==> src/rtl/assembler_sequencer_pkg.sv <==
// ============================================================================
//  Module      : assembler_sequencer_pkg
//  Description : Shared types and constants for the two-pass assembler
//                sequencer: controller states, error codes, handshake
//                sub-phase and the PC step.
//  Revision    : 1.0 - initial release
// ============================================================================
`default_nettype none

package assembler_sequencer_pkg;

    // Top-level controller state
    typedef enum logic [1:0] {
        IDLE                = 2'd0,
        PC_MAPPING          = 2'd1,
        INSTRUCTION_MAPPING = 2'd2,
        ERROR               = 2'd3
    } assembler_state_t;

    // Reason for entering ERROR
    typedef enum logic [1:0] {
        ERR_NONE     = 2'd0,
        ERR_PARSE    = 2'd1,
        ERR_OVERFLOW = 2'd2,
        ERR_TIMEOUT  = 2'd3
    } asm_error_t;

    // Handshake sub-phase inside each pass
    typedef enum logic {
        PH_REQ  = 1'b0,
        PH_WAIT = 1'b1
    } asm_phase_t;

    // Byte distance between consecutive RV32 instructions
    localparam logic [31:0] PC_STEP = 32'd4;

endpackage

`default_nettype wire

==> src/rtl/assembler_watchdog.sv <==
// ============================================================================
//  Module      : assembler_watchdog
//  Description : Parser-response watchdog. Cleared while a request is issued,
//                counts every cycle spent waiting for the parser, and flags
//                expiry on the TIMEOUT-th waiting cycle.
//  Revision    : 1.0 - initial release
// ============================================================================
`default_nettype none

module assembler_watchdog #(
    parameter int TIMEOUT = 1024
) (
    input  logic clk,
    input  logic rst,
    input  logic i_clear,
    input  logic i_count,
    output logic o_expire
);

    localparam int CW = (TIMEOUT < 2) ? 1 : $clog2(TIMEOUT + 1);
    localparam logic [CW-1:0] C_LAST = CW'(TIMEOUT - 1);

    logic [CW-1:0] count_q;
    logic [CW-1:0] count_d;

    // Counter update: clear on request, count while waiting, saturate at the limit
    always_comb begin
        count_d = count_q;
        if (i_clear) begin
            count_d = '0;
        end else if (i_count && (count_q <= C_LAST)) begin
            count_d = count_q + CW'(1);
        end
    end

    // Counter register
    always_ff @(posedge clk) begin
        if (rst) begin
            count_q <= '0;
        end else begin
            count_q <= count_d;
        end
    end

    // Expiry: this waiting cycle is the last one allowed without a response
    always_comb begin
        o_expire = i_count && (count_q == C_LAST);
    end

endmodule

`default_nettype wire

==> src/rtl/assembler_sequencer.sv <==
// ============================================================================
//  Module      : assembler_sequencer
//  Description : Two-pass controller for the on-FPGA RISC-V assembler.
//                Pass 1 binds labels to PCs, pass 2 writes encoded
//                instructions into IMEM. One source line at a time is handed
//                to the parser over a req/done handshake.
//                Optional macro ASSEMBLER_TIMEOUT_EN adds a parser watchdog
//                (error code 3 after TIMEOUT waiting cycles).
//  Revision    : 1.0 - initial release
// ============================================================================
`default_nettype none

module assembler_sequencer
    import assembler_sequencer_pkg::*;
#(
    parameter int LINE_AW = 10,
    parameter int IMEM_AW = 10,
    parameter int TIMEOUT = 1024
) (
    input  logic                   clk_in,
    input  logic                   rst_in,
    input  logic                   start_in,
    input  logic [LINE_AW-1:0]     num_lines_in,
    output logic                   parse_req_out,
    output logic [LINE_AW-1:0]     line_addr_out,
    output logic                   parse_pass_out,
    input  logic                   parse_done_in,
    input  logic                   parse_is_label_in,
    input  logic                   parse_is_inst_in,
    input  logic                   parse_error_in,
    input  logic [31:0]            inst_in,
    output logic                   label_we_out,
    output logic [31:0]            label_pc_out,
    output logic                   imem_we_out,
    output logic [IMEM_AW-1:0]     imem_addr_out,
    output logic [31:0]            imem_data_out,
    output assembler_state_t       state_out,
    output logic                   busy_out,
    output logic                   done_out,
    output logic [1:0]             error_code_out,
    output logic [LINE_AW-1:0]     error_line_out,
    output logic [IMEM_AW:0]       inst_count_out
);

    // Number of IMEM words, expressed in PC word units (pc[31:2])
    localparam logic [29:0] C_IMEM_WORDS = 30'(2 ** IMEM_AW);

    assembler_state_t      state_q,      state_d;
    asm_phase_t            phase_q,      phase_d;
    logic [LINE_AW-1:0]    line_q,       line_d;
    logic [LINE_AW-1:0]    num_lines_q,  num_lines_d;
    logic [31:0]           pc_q,         pc_d;
    asm_error_t            err_q,        err_d;
    logic [LINE_AW-1:0]    err_line_q,   err_line_d;
    logic [IMEM_AW:0]      inst_count_q, inst_count_d;
    logic                  label_we_q,   label_we_d;
    logic [31:0]           label_pc_q,   label_pc_d;
    logic                  imem_we_q,    imem_we_d;
    logic [IMEM_AW-1:0]    imem_addr_q,  imem_addr_d;
    logic [31:0]           imem_data_q,  imem_data_d;
    logic                  done_q,       done_d;

    logic                  busy;
    logic                  in_req;
    logic                  in_wait;
    logic                  last_line;
    logic                  pc_full;
    logic [31:0]           pc_next;
    logic                  timeout_hit;

    assign busy      = (state_q == PC_MAPPING) || (state_q == INSTRUCTION_MAPPING);
    assign in_req    = busy && (phase_q == PH_REQ);
    assign in_wait   = busy && (phase_q == PH_WAIT);
    assign last_line = (line_q == (num_lines_q - LINE_AW'(1)));
    // Another instruction would push the count past IMEM capacity
    assign pc_full   = (pc_q[31:2] >= C_IMEM_WORDS);

`ifdef ASSEMBLER_TIMEOUT_EN
    assembler_watchdog #(
        .TIMEOUT (TIMEOUT)
    ) u_watchdog (
        .clk      (clk_in),
        .rst      (rst_in),
        .i_clear  (in_req),
        .i_count  (in_wait && !parse_done_in),
        .o_expire (timeout_hit)
    );
`else
    assign timeout_hit = 1'b0;
`endif

    // State and datapath registers, synchronous reset to the idle values
    always_ff @(posedge clk_in) begin
        if (rst_in) begin
            state_q      <= IDLE;
            phase_q      <= PH_REQ;
            line_q       <= '0;
            num_lines_q  <= '0;
            pc_q         <= '0;
            err_q        <= ERR_NONE;
            err_line_q   <= '0;
            inst_count_q <= '0;
            label_we_q   <= 1'b0;
            label_pc_q   <= '0;
            imem_we_q    <= 1'b0;
            imem_addr_q  <= '0;
            imem_data_q  <= '0;
            done_q       <= 1'b0;
        end else begin
            state_q      <= state_d;
            phase_q      <= phase_d;
            line_q       <= line_d;
            num_lines_q  <= num_lines_d;
            pc_q         <= pc_d;
            err_q        <= err_d;
            err_line_q   <= err_line_d;
            inst_count_q <= inst_count_d;
            label_we_q   <= label_we_d;
            label_pc_q   <= label_pc_d;
            imem_we_q    <= imem_we_d;
            imem_addr_q  <= imem_addr_d;
            imem_data_q  <= imem_data_d;
            done_q       <= done_d;
        end
    end

    // Next-state logic: pass sequencing, line/PC bookkeeping and strobe set-up
    always_comb begin
        state_d      = state_q;
        phase_d      = phase_q;
        line_d       = line_q;
        num_lines_d  = num_lines_q;
        pc_d         = pc_q;
        err_d        = err_q;
        err_line_d   = err_line_q;
        inst_count_d = inst_count_q;
        label_we_d   = 1'b0;
        label_pc_d   = label_pc_q;
        imem_we_d    = 1'b0;
        imem_addr_d  = imem_addr_q;
        imem_data_d  = imem_data_q;
        done_d       = 1'b0;
        pc_next      = parse_is_inst_in ? (pc_q + PC_STEP) : pc_q;

        case (state_q)
            IDLE, ERROR: begin
                if (start_in) begin
                    err_d        = ERR_NONE;
                    err_line_d   = '0;
                    inst_count_d = '0;
                    if (num_lines_in == '0) begin
                        state_d = IDLE;
                        done_d  = 1'b1;
                    end else begin
                        state_d     = PC_MAPPING;
                        phase_d     = PH_REQ;
                        line_d      = '0;
                        pc_d        = '0;
                        num_lines_d = num_lines_in;
                    end
                end
            end

            PC_MAPPING, INSTRUCTION_MAPPING: begin
                if (phase_q == PH_REQ) begin
                    phase_d = PH_WAIT;
                end else if (parse_done_in) begin
                    if (parse_error_in) begin
                        state_d    = ERROR;
                        err_d      = ERR_PARSE;
                        err_line_d = line_q;
                    end else if (state_q == PC_MAPPING) begin
                        if (parse_is_inst_in && pc_full) begin
                            state_d    = ERROR;
                            err_d      = ERR_OVERFLOW;
                            err_line_d = line_q;
                        end else begin
                            // Label binds to the PC before this line's instruction
                            if (parse_is_label_in) begin
                                label_we_d = 1'b1;
                                label_pc_d = pc_q;
                            end
                            phase_d = PH_REQ;
                            if (last_line) begin
                                inst_count_d = pc_next[IMEM_AW+2:2];
                                state_d      = INSTRUCTION_MAPPING;
                                line_d       = '0;
                                pc_d         = '0;
                            end else begin
                                line_d = line_q + LINE_AW'(1);
                                pc_d   = pc_next;
                            end
                        end
                    end else begin
                        if (parse_is_inst_in) begin
                            imem_we_d   = 1'b1;
                            imem_addr_d = pc_q[IMEM_AW+1:2];
                            imem_data_d = inst_in;
                            pc_d        = pc_next;
                        end
                        if (last_line) begin
                            state_d = IDLE;
                            done_d  = 1'b1;
                        end else begin
                            line_d  = line_q + LINE_AW'(1);
                            phase_d = PH_REQ;
                        end
                    end
                end else if (timeout_hit) begin
                    state_d    = ERROR;
                    err_d      = ERR_TIMEOUT;
                    err_line_d = line_q;
                end
            end

            default: begin
                state_d = IDLE;
            end
        endcase
    end

    // Output decode from the registered state
    always_comb begin
        parse_req_out  = in_req;
        line_addr_out  = line_q;
        parse_pass_out = (state_q == INSTRUCTION_MAPPING);
        label_we_out   = label_we_q;
        label_pc_out   = label_pc_q;
        imem_we_out    = imem_we_q;
        imem_addr_out  = imem_addr_q;
        imem_data_out  = imem_data_q;
        state_out      = state_q;
        busy_out       = busy;
        done_out       = done_q;
        error_code_out = err_q;
        error_line_out = err_line_q;
        inst_count_out = inst_count_q;
    end

endmodule

`default_nettype wire

==> config.mk <==
export PLATFORM = sky130hd
export DESIGN_NAME = assembler_sequencer
export DESIGN_NICKNAME = d
export VERILOG_FILES = /design/src/rtl/assembler_sequencer_pkg.sv /design/src/rtl/assembler_watchdog.sv /design/src/rtl/assembler_sequencer.sv
export SDC_FILE = /design/constraint.sdc
export NUM_CORES = 1
export LEC_CHECK = 0
export CAP_MARGIN = 5
export CORE_UTILIZATION = 35
export DETAILED_ROUTE_END_ITERATION = 8
export DONT_BUFFER_PORTS = 1
export GPL_ROUTABILITY_DRIVEN = 0
export PLACE_DENSITY_LB_ADDON = 0.25
export SYNTH_ARGS = -nofsm -noshare
export SYNTH_HDL_FRONTEND = slang
export SYNTH_SLANG_ARGS = --single-unit
==> constraint.sdc <==
create_clock -name clk_in -period 4.53 [get_ports clk_in]
set_input_delay 0.906 -clock clk_in [delete_from_list [all_inputs] [get_ports clk_in]]
set_output_delay 0.906 -clock clk_in [all_outputs]
set_load 0.01 [all_outputs]
======== Yosys cells after proc, flatten, opt, wreduce, memory -nomap -nowiden ========
Index checks and enable logic that the tools add are counted.
word-level totals
  flip-flop bits (word level) ............. 155
  bits in latches ......................... 0
  bits in writable memories ............... 0
  memory bits (read-only) ................. 0
  logic and storage cells ................. 133
  memories ................................ 0
operators by class
  add/subtract/negate cells ............... 3
  multiply operators ...................... 0
  div/mod/pow operators ................... 0
  order comparisons ....................... 1
  equality and inequality tests ........... 19
  shifts and indexed selects .............. 0
  mux-type cells .......................... 71
  bitwise gates (word level) .............. 7
  reductions and logical operators ........ 18
operator list
  cell                     count
  $mux W32                 10
  $mux W10                 15
  $mux W11                 7
  $pmux W32 S2             1
  $pmux W10 S2             2
  $add A32 B3 Y32 const B  1
  $ge A30 B11 Y1 const B   1
  $mux W2                  14
  $reduce_and A7 Y1        4
  $pmux W11 S2             1
  $mux W1                  17
  $ne A2 B2 Y1 const B     8
  $ne A3 B3 Y1 const B     5
  $add A10 B1 Y10 const B  1
  $eq A10 B10 Y1           1
  $logic_not A10 Y1        1
  $reduce_and A5 Y1        2
  $sub A10 B1 Y10 const B  1
  $ne A4 B4 Y1 const B     2
  $pmux W2 S2              2
  $not A1 Y1               7
  $reduce_or A7 Y1         1
  $reduce_and A6 Y1        1
  $reduce_or A6 Y1         1
  9 further kinds          13

======== Longest topological paths before layout ========
Gate-level depths: netlist of run 1.
  word-level depth ........................ 9
  mapped depth ............................ 12

======== Least setup slack after synthesis of run 1 ========
Ideal clock, no wire load.
  path kind ............................... register to register
  start point ............................. reg state_q[0], in the netlist state_out[0]
  end point ............................... reg pc_q[9]
  library setup time ...................... 128 ps
  arrival ................................. 2626 ps
  path slack .............................. 1776 ps
  stages on the path, launching flop included .. 12
  path buffers ............................ 2
  cell sequence ........................... dfxtp_1 inv_1 ha_1 clkbuf_1 nand3b_1 a21boi_0 nor3_1 o211ai_1 clkbuf_1 nor3_1 a22oi_1 nor2_1
on the way
  word-level cells in the longest chain between the ends .. 6
RTL lines
  item                    RTL line                                                source
  start, declared         assembler_sequencer.sv:48                               assembler_state_t state_q, state_d;
  start signal, assigned  assembler_sequencer.sv:110                              state_q <= state_d;
  $eq A2 B1 Y1            assembler_sequencer.sv:145, assembler_sequencer.sv:172
  $mux W32                assembler_sequencer.sv:172                              end else if (state_q == PC_MAPPING) begin
  $mux W32                assembler_sequencer.sv:168                              if (parse_error_in) begin
  $mux W32                assembler_sequencer.sv:167                              end else if (parse_done_in) begin
  $mux W32                assembler_sequencer.sv:165                              if (phase_q == PH_REQ) begin
  $pmux W32 S2            assembler_sequencer.sv:145                              case (state_q)
  end signal, assigned    assembler_sequencer.sv:114                              pc_q <= pc_d;
  end, declared           assembler_sequencer.sv:52                               logic [31:0] pc_q, pc_d;
Several ways; a longest one is shown, not always the timed one. The select of a mux whose other input is x is not followed.
A chain may end at the register's enable or synchronous reset.

======== Final worst setup path of run 1 ========
  start point ............................. reg state_q[0], in the netlist state_out[0]
  end point ............................... reg pc_q[27]
Same word-level chain as after synthesis.

==> results.cfg, run 1 <==
[placed_design]
dp_slack_ns = 0.9891
port-buffer-count = 0
place_inst = 997
dp.final_hpwl_mm = 11.75

[logic_synthesis]
synthArstFlopShare = 0
synth_edf_count = 0
synth_seq_cells = 151
postSynthAreaPerCell_um2 = 8.179
ys_types = 61
synth_seq_area_share = 0.4529
synthFlopType = dfxtp_1
synth_warnings = 0
syn_area_um2 = 6674
netlist_instances = 816

[min_path]
hold_path_depth = 2
hp-class = reg2reg

[detailed_routing]
via_count = 5476
first_pass_iters = 5
routedWlPerCell_um = 17.04
ant_nets = 0
wl_mm = 17.54
drt_iter0_drc = 336
vias_per_cell = 5.322
drc_errors = 0

[run_status]
status = complete, no violations

[timing]
rsz0062_at_grt = no
slew_violations = 0
hold_viol = 0
fmax_mhz = 284.9
whs_ns = 0.4838
fin_crit_ns = 3.510
finalClockSkew_ns = 0.01531
fin_crit_sh = 0.7748
max_slew_margin = 0.3198
setup_viol = 0
worstMarginPinSlew_ns = 1.020
fin_setup_tns_ns = 0
setup_ws_ns = 1.020

[floorplanning]
die_y_um = 140.1
dieArea_um2 = 19620
start_util = 0.3568
die_w_um = 140.1
coreArea_um2 = 18710
rows = 50
ios = 164

[clock_tree]
cts_setup_buffers = 0
cts_buffers = 17
cts_tree = yes
worstSkewPairLatency_ns = 0.43
holdBufCountCts = 0
clockRootBuffer = clkbuf_16
clkSinkCount = 151
post_cts_resize_count = 0
clk_pin_slew_ns = 0.07
cts.path.max_buffers = 2
htreeDepth = 4

[global_routing]
gr-total-overflow = 0
grt_max_degree = 126
track_usage = 0.1806
grt_pass1_vias = 5171
antenna_found_initial = 0
grt_pass1_wl_mm = 28.12

[cells_and_area]
area_growth_pct = 10.61
utilization = 0.3946
final_nets = 838
mostFrequentLayoutCells = 151 x dfxtp_1, 127 x nand2_1, 95 x a21oi_1
final_common_cell = dfxtp_1
n_antenna_cell = 0
instances_no_fill = 1029
layout-drive-gt1-share = 0.06289

[critical_path]
worst-path-max-fanout = 36
arrival_ns = 3.87
critPathKind = reg2reg
startpoint_type = flop
worstSetupEndpointType = flop
reg2reg_depth = 9
critical_path_required_ns = 4.89

[power]
cellPowerDensity_nw_per_um2 = 478.1
power_leakage_nw = 2.721
vdd_drop_max_v = 0.0002297

[flow_run]
max_cap_violations = 0
==> cell families after synthesis <==
group	share of synthesized area
buf+inv	0.04181
flops	0.4529
simple gates	0.2505
compound gates	0.1498
xor+xnor	0.04331
other cells	0.0005619
mux	0.04799
fa+ha+maj	0.01312
==> metrics by stage <==
| step | total power [mW] | cell area [um2] |
|---|---|---|
| floorplan | 1.973 | 6678 |
| global placement | 2.101 | 6775 |
| detailed placement | 2.103 | 6775 |
| CTS | 3.565 | 7382 |
| global route | 3.698 | 7382 |
| finish | 3.529 | 7382 |
==> Yosys cell counts (12+ instances only) <==
library cell	n	area [um2]
clkbuf_1	50	187.7
o21ai_0	29	145.1
mux2i_1	32	320.3
dfxtp_1	151	3023
nor2_1	79	296.5
nand2_1	127	476.7
nand4_1	19	118.9
nand3_1	48	240.2
nor4_1	12	75.07
xor2_1	23	201.4
nand2b_1	12	75.07
and3_1	16	100.1
a21oi_1	95	475.5
==> worst paths after layout <==
check / startpoint / endpoint / slack (ns)
worst max-delay path: state_out[0]$_SDFFE_PP0P_ / pc_q[27]$_SDFFE_PP0P_ / 1.02
worst max register to register: state_out[0]$_SDFFE_PP0P_ / pc_q[27]$_SDFFE_PP0P_ / 1.02
worst min-delay path: num_lines_q[9]$_SDFFE_PP0P_ / num_lines_q[9]$_SDFFE_PP0P_ / 0.48
worst min register to register: num_lines_q[9]$_SDFFE_PP0P_ / num_lines_q[9]$_SDFFE_PP0P_ / 0.48
==> power breakdown <==
part | switching [mW] | leakage (nW) | internal [mW] | total, mW
sequential | 0.0565 | 1.22 | 1.36 | 1.42
clock | 0.620 | 0.293 | 0.836 | 1.46
combinational | 0.472 | 1.21 | 0.186 | 0.658
total | 1.15 | 2.72 | 2.38 | 3.53
==> sequential cells by signal, indices dropped and copies added, names as in the netlist <==
register	cells
imem_data_out	32
label_pc_out	30
pc_q	30
inst_count_out	11
error_line_out	10
imem_addr_out	10
line_addr_out	10
num_lines_q	10
error_code_out	2
state_out	2
done_out	1
imem_we_out	1
label_we_out	1
phase_q	1
==> cell type report <==
class                   instances  area [um2]
fillers                      1939       11320
flip-flops and latches        151        3023
inverters                      11       41.29
multi-input cells             596        3381
well taps                     234       292.8
clock inverters                15       181.4
clock buffers                  17       425.4
repair buffers                  5       37.54
==> critical path, stage by stage, from the launching register on <==
cell and delay (ns):
dfxtp_1 0.46, inv_1 0.07, ha_1 0.30, buf_4 0.36, a21boi_0 0.31, nor3_1 0.37
o211a_1 0.58, nand3_1 0.40, or3_1 0.41, a21oi_1 0.16
==> metal layers <==
metal / vias to the layer above / track usage / wire length (um)
li1: 2770 / - / -
met1: 2550 / 0.2317 / 7971
met2: 141 / 0.2858 / 8123
met3: 15 / 0.05915 / 1250
met4: 0 / 0.05784 / 189
met5: - / 0 / 0
Note: power is estimated with default switching activity, not from simulation.
==> inputs of run 2 (changes only) <==
==> constraint.sdc (replaced) <==
create_clock -name clk_in -period 3.55 [get_ports clk_in]
set_input_delay 0.71 -clock clk_in [delete_from_list [all_inputs] [get_ports clk_in]]
set_output_delay 0.71 -clock clk_in [all_outputs]
set_load 0.01 [all_outputs]
==> run 2 against run 1 <==
Compared with the run above: setup slack worse by 0.48 ns; combinational power is 32% higher; power is 34% higher; critical path depth stayed put; routed wire length is 1.4% higher; core utilization is 0.62 points higher; sequential cell count stayed put; sequential power is 27% higher; largest cell class unchanged.
==> results.cfg, run 2 (synthesized netlist as in run 1, its figures left out) <==
[run_status]
status = complete, no violations

[cells_and_area]
area_growth_pct = 12.35
layout-drive-gt1-share = 0.06983
n_antenna_cell = 0
largest_reg_flops = 32
final_common_cell = dfxtp_1
fill_cells = 1945
mostFrequentLayoutCells = 151 x dfxtp_1, 127 x nand2_1, 95 x a21oi_1
final_nets = 845

[global_routing]
grt_pass1_wl_mm = 29.12
grt_pass1_vias = 5252
grt_max_degree = 126
antenna_found_initial = 0
gr-total-overflow = 0
track_usage = 0.1864

[timing]
setup_viol = 0
rsz0062_at_grt = no
finalClockSkew_ns = 0.009256
hold_viol = 0
worstMarginPinSlew_ns = 0.9077
slew_violations = 0
whs_ns = 0.3749
fin_crit_sh = 0.8472
max_slew_margin = 0.3949
fin_setup_tns_ns = 0
fin_crit_ns = 3.008
fmax_mhz = 332.5

[critical_path]
arrival_ns = 3.29
r2r_end = pc_q[14]$_SDFFE_PP0P_
worstSetupEndpointType = flop
reg2reg_depth = 9
cp_slowest_stage_delay_ns = 0.59
slowest_stage = o21ai_4
startpoint_type = flop
r2r-start = state_out[0]$_SDFFE_PP0P_
critical_path_required_ns = 3.84
critPathKind = reg2reg
reg2reg_setup_slack_ns = 0.54
worst-path-max-fanout = 23
cp_cell_sequence = inv_1 > ha_1 > buf_4 > buf_4 > nor2b_1 > nor3_1 > o211ai_1 > o21ai_4 > nor2_1
cpMostUsedCell = buf_4

[min_path]
hp-class = in2reg
hp-start = rst_in
hold_end = label_pc_out[14]$_SDFFE_PP0P_
hold_path_depth = 1

[power]
seqPwrFrac = 0.383
combPwrFrac = 0.184
power_leakage_nw = 2.789
cellPowerDensity_nw_per_um2 = 629.4
p_sw_mw = 1.427
vdd_drop_max_v = 0.0003276
clkPwrFrac = 0.433
sw_frac_of_total = 0.3023
internal_power_mw = 3.293

[detailed_routing]
ant_nets = 0
wl_mm = 17.79
via_count = 5532
vias_per_cell = 5.340
first_pass_iters = 8
drt_iter0_drc = 317
routedWlPerCell_um = 17.17
drc_errors = 0

[clock_tree]
cts.path.max_buffers = 2
holdBufCountCts = 0
post_cts_resize_count = 0
cts_setup_buffers = 0
worstSkewPairLatency_ns = 0.42
clockRootBuffer = clkbuf_16
clk_pin_slew_ns = 0.07
htreeDepth = 4
clkSinkCount = 151
cts_tree = yes
cts_buffers = 17

[floorplanning]
start_util = 0.3568
dieArea_um2 = 19620
coreArea_um2 = 18710
die_w_um = 140.1
die_y_um = 140.1
ios = 164
rows = 50

[placed_design]
dp.final_hpwl_mm = 11.97
port-buffer-count = 0

[flow_run]
max_cap_violations = 0
-- run 2: cell count changes in the layout (fill, tap and decap cells not counted) --
cell,before,now
buf_4,5,12
bufinv_16,2,5
clkbuf_1,0,1
clkbuf_8,0,2
clkinv_4,2,4
clkinvlp_4,2,0
inv_6,5,2
inv_8,4,1
-- run 2: how the worst max path moves through the flow --
stage	from	to	slack, ns	depth (start not counted)
CTS	state_out[0]$_SDFFE_PP0P_	pc_q[14]$_SDFFE_PP0P_	0.56	9
floorplan	state_out[0]$_SDFFE_PP0P_	pc_q[9]$_SDFFE_PP0P_	0.80	11
detailed placement	num_lines_q[0]$_SDFFE_PP0P_	pc_q[14]$_SDFFE_PP0P_	0.56	9
global route	state_out[0]$_SDFFE_PP0P_	pc_q[24]$_SDFFE_PP0P_	0.31	9
global placement	num_lines_q[0]$_SDFFE_PP0P_	pc_q[15]$_SDFFE_PP0P_	0.64	9
finish	state_out[0]$_SDFFE_PP0P_	pc_q[14]$_SDFFE_PP0P_	0.54	9
-- run 2: metrics by stage --
stage | cell area [um2] | worst slack, ns | power [mW] | std cells | utilization
2_1_floorplan | 6678 | 0.7964 | 2.517 | 817 | -
6_report | 7498 | 0.5425 | 4.720 | 1036 | 0.4009
5_1_grt | 7498 | 0.3085 | 4.963 | 1036 | 0.4009
4_1_cts | 7498 | 0.5563 | 4.773 | 1036 | 0.4009
3_5_place_dp | 6828 | 0.5605 | 2.712 | 1004 | 0.3650
3_3_place_gp | 6828 | 0.6395 | 2.709 | 1004 | 0.3650
-- run 2: critical path, delay by kind of cell (launching register included) --
family          cells  cell delay [ns]
compound gates      2             1.01
buf+inv             3             0.58
simple gates        3             0.49
flops               1             0.46
fa+ha+maj           1             0.31
-- run 2: cell type report --
type	instances	area (um2)	share of cell area
tap	234	292.8	0.03905
inverter	11	41.29	0.005506
multi-input combinational	596	3381	0.4509
sequential	151	3023	0.4031
clock inverter	12	214.0	0.02853
clock buffer	20	456.7	0.06090
timing repair buffer	12	90.09	0.01201
-- run 2: per-layer routing --
layer	wire length, um	GRT usage	up-vias
met1	7992	0.2457	2599
met2	8387	0.2953	140
met5	0	0	-
met3	1268	0.06085	10
met4	137	0.04164	0
li1	-	-	2783
-- run 2: power by group through the flow --
stage | Clock (mW) | Combinational [mW] | Sequential [mW]
after floorplan | 0 | 0.698 | 1.82
after global placement | 0 | 0.863 | 1.85
after detailed placement | 0 | 0.867 | 1.85
after CTS | 2.10 | 0.870 | 1.81
after global routing | 2.18 | 0.967 | 1.81
final | 2.04 | 0.869 | 1.81
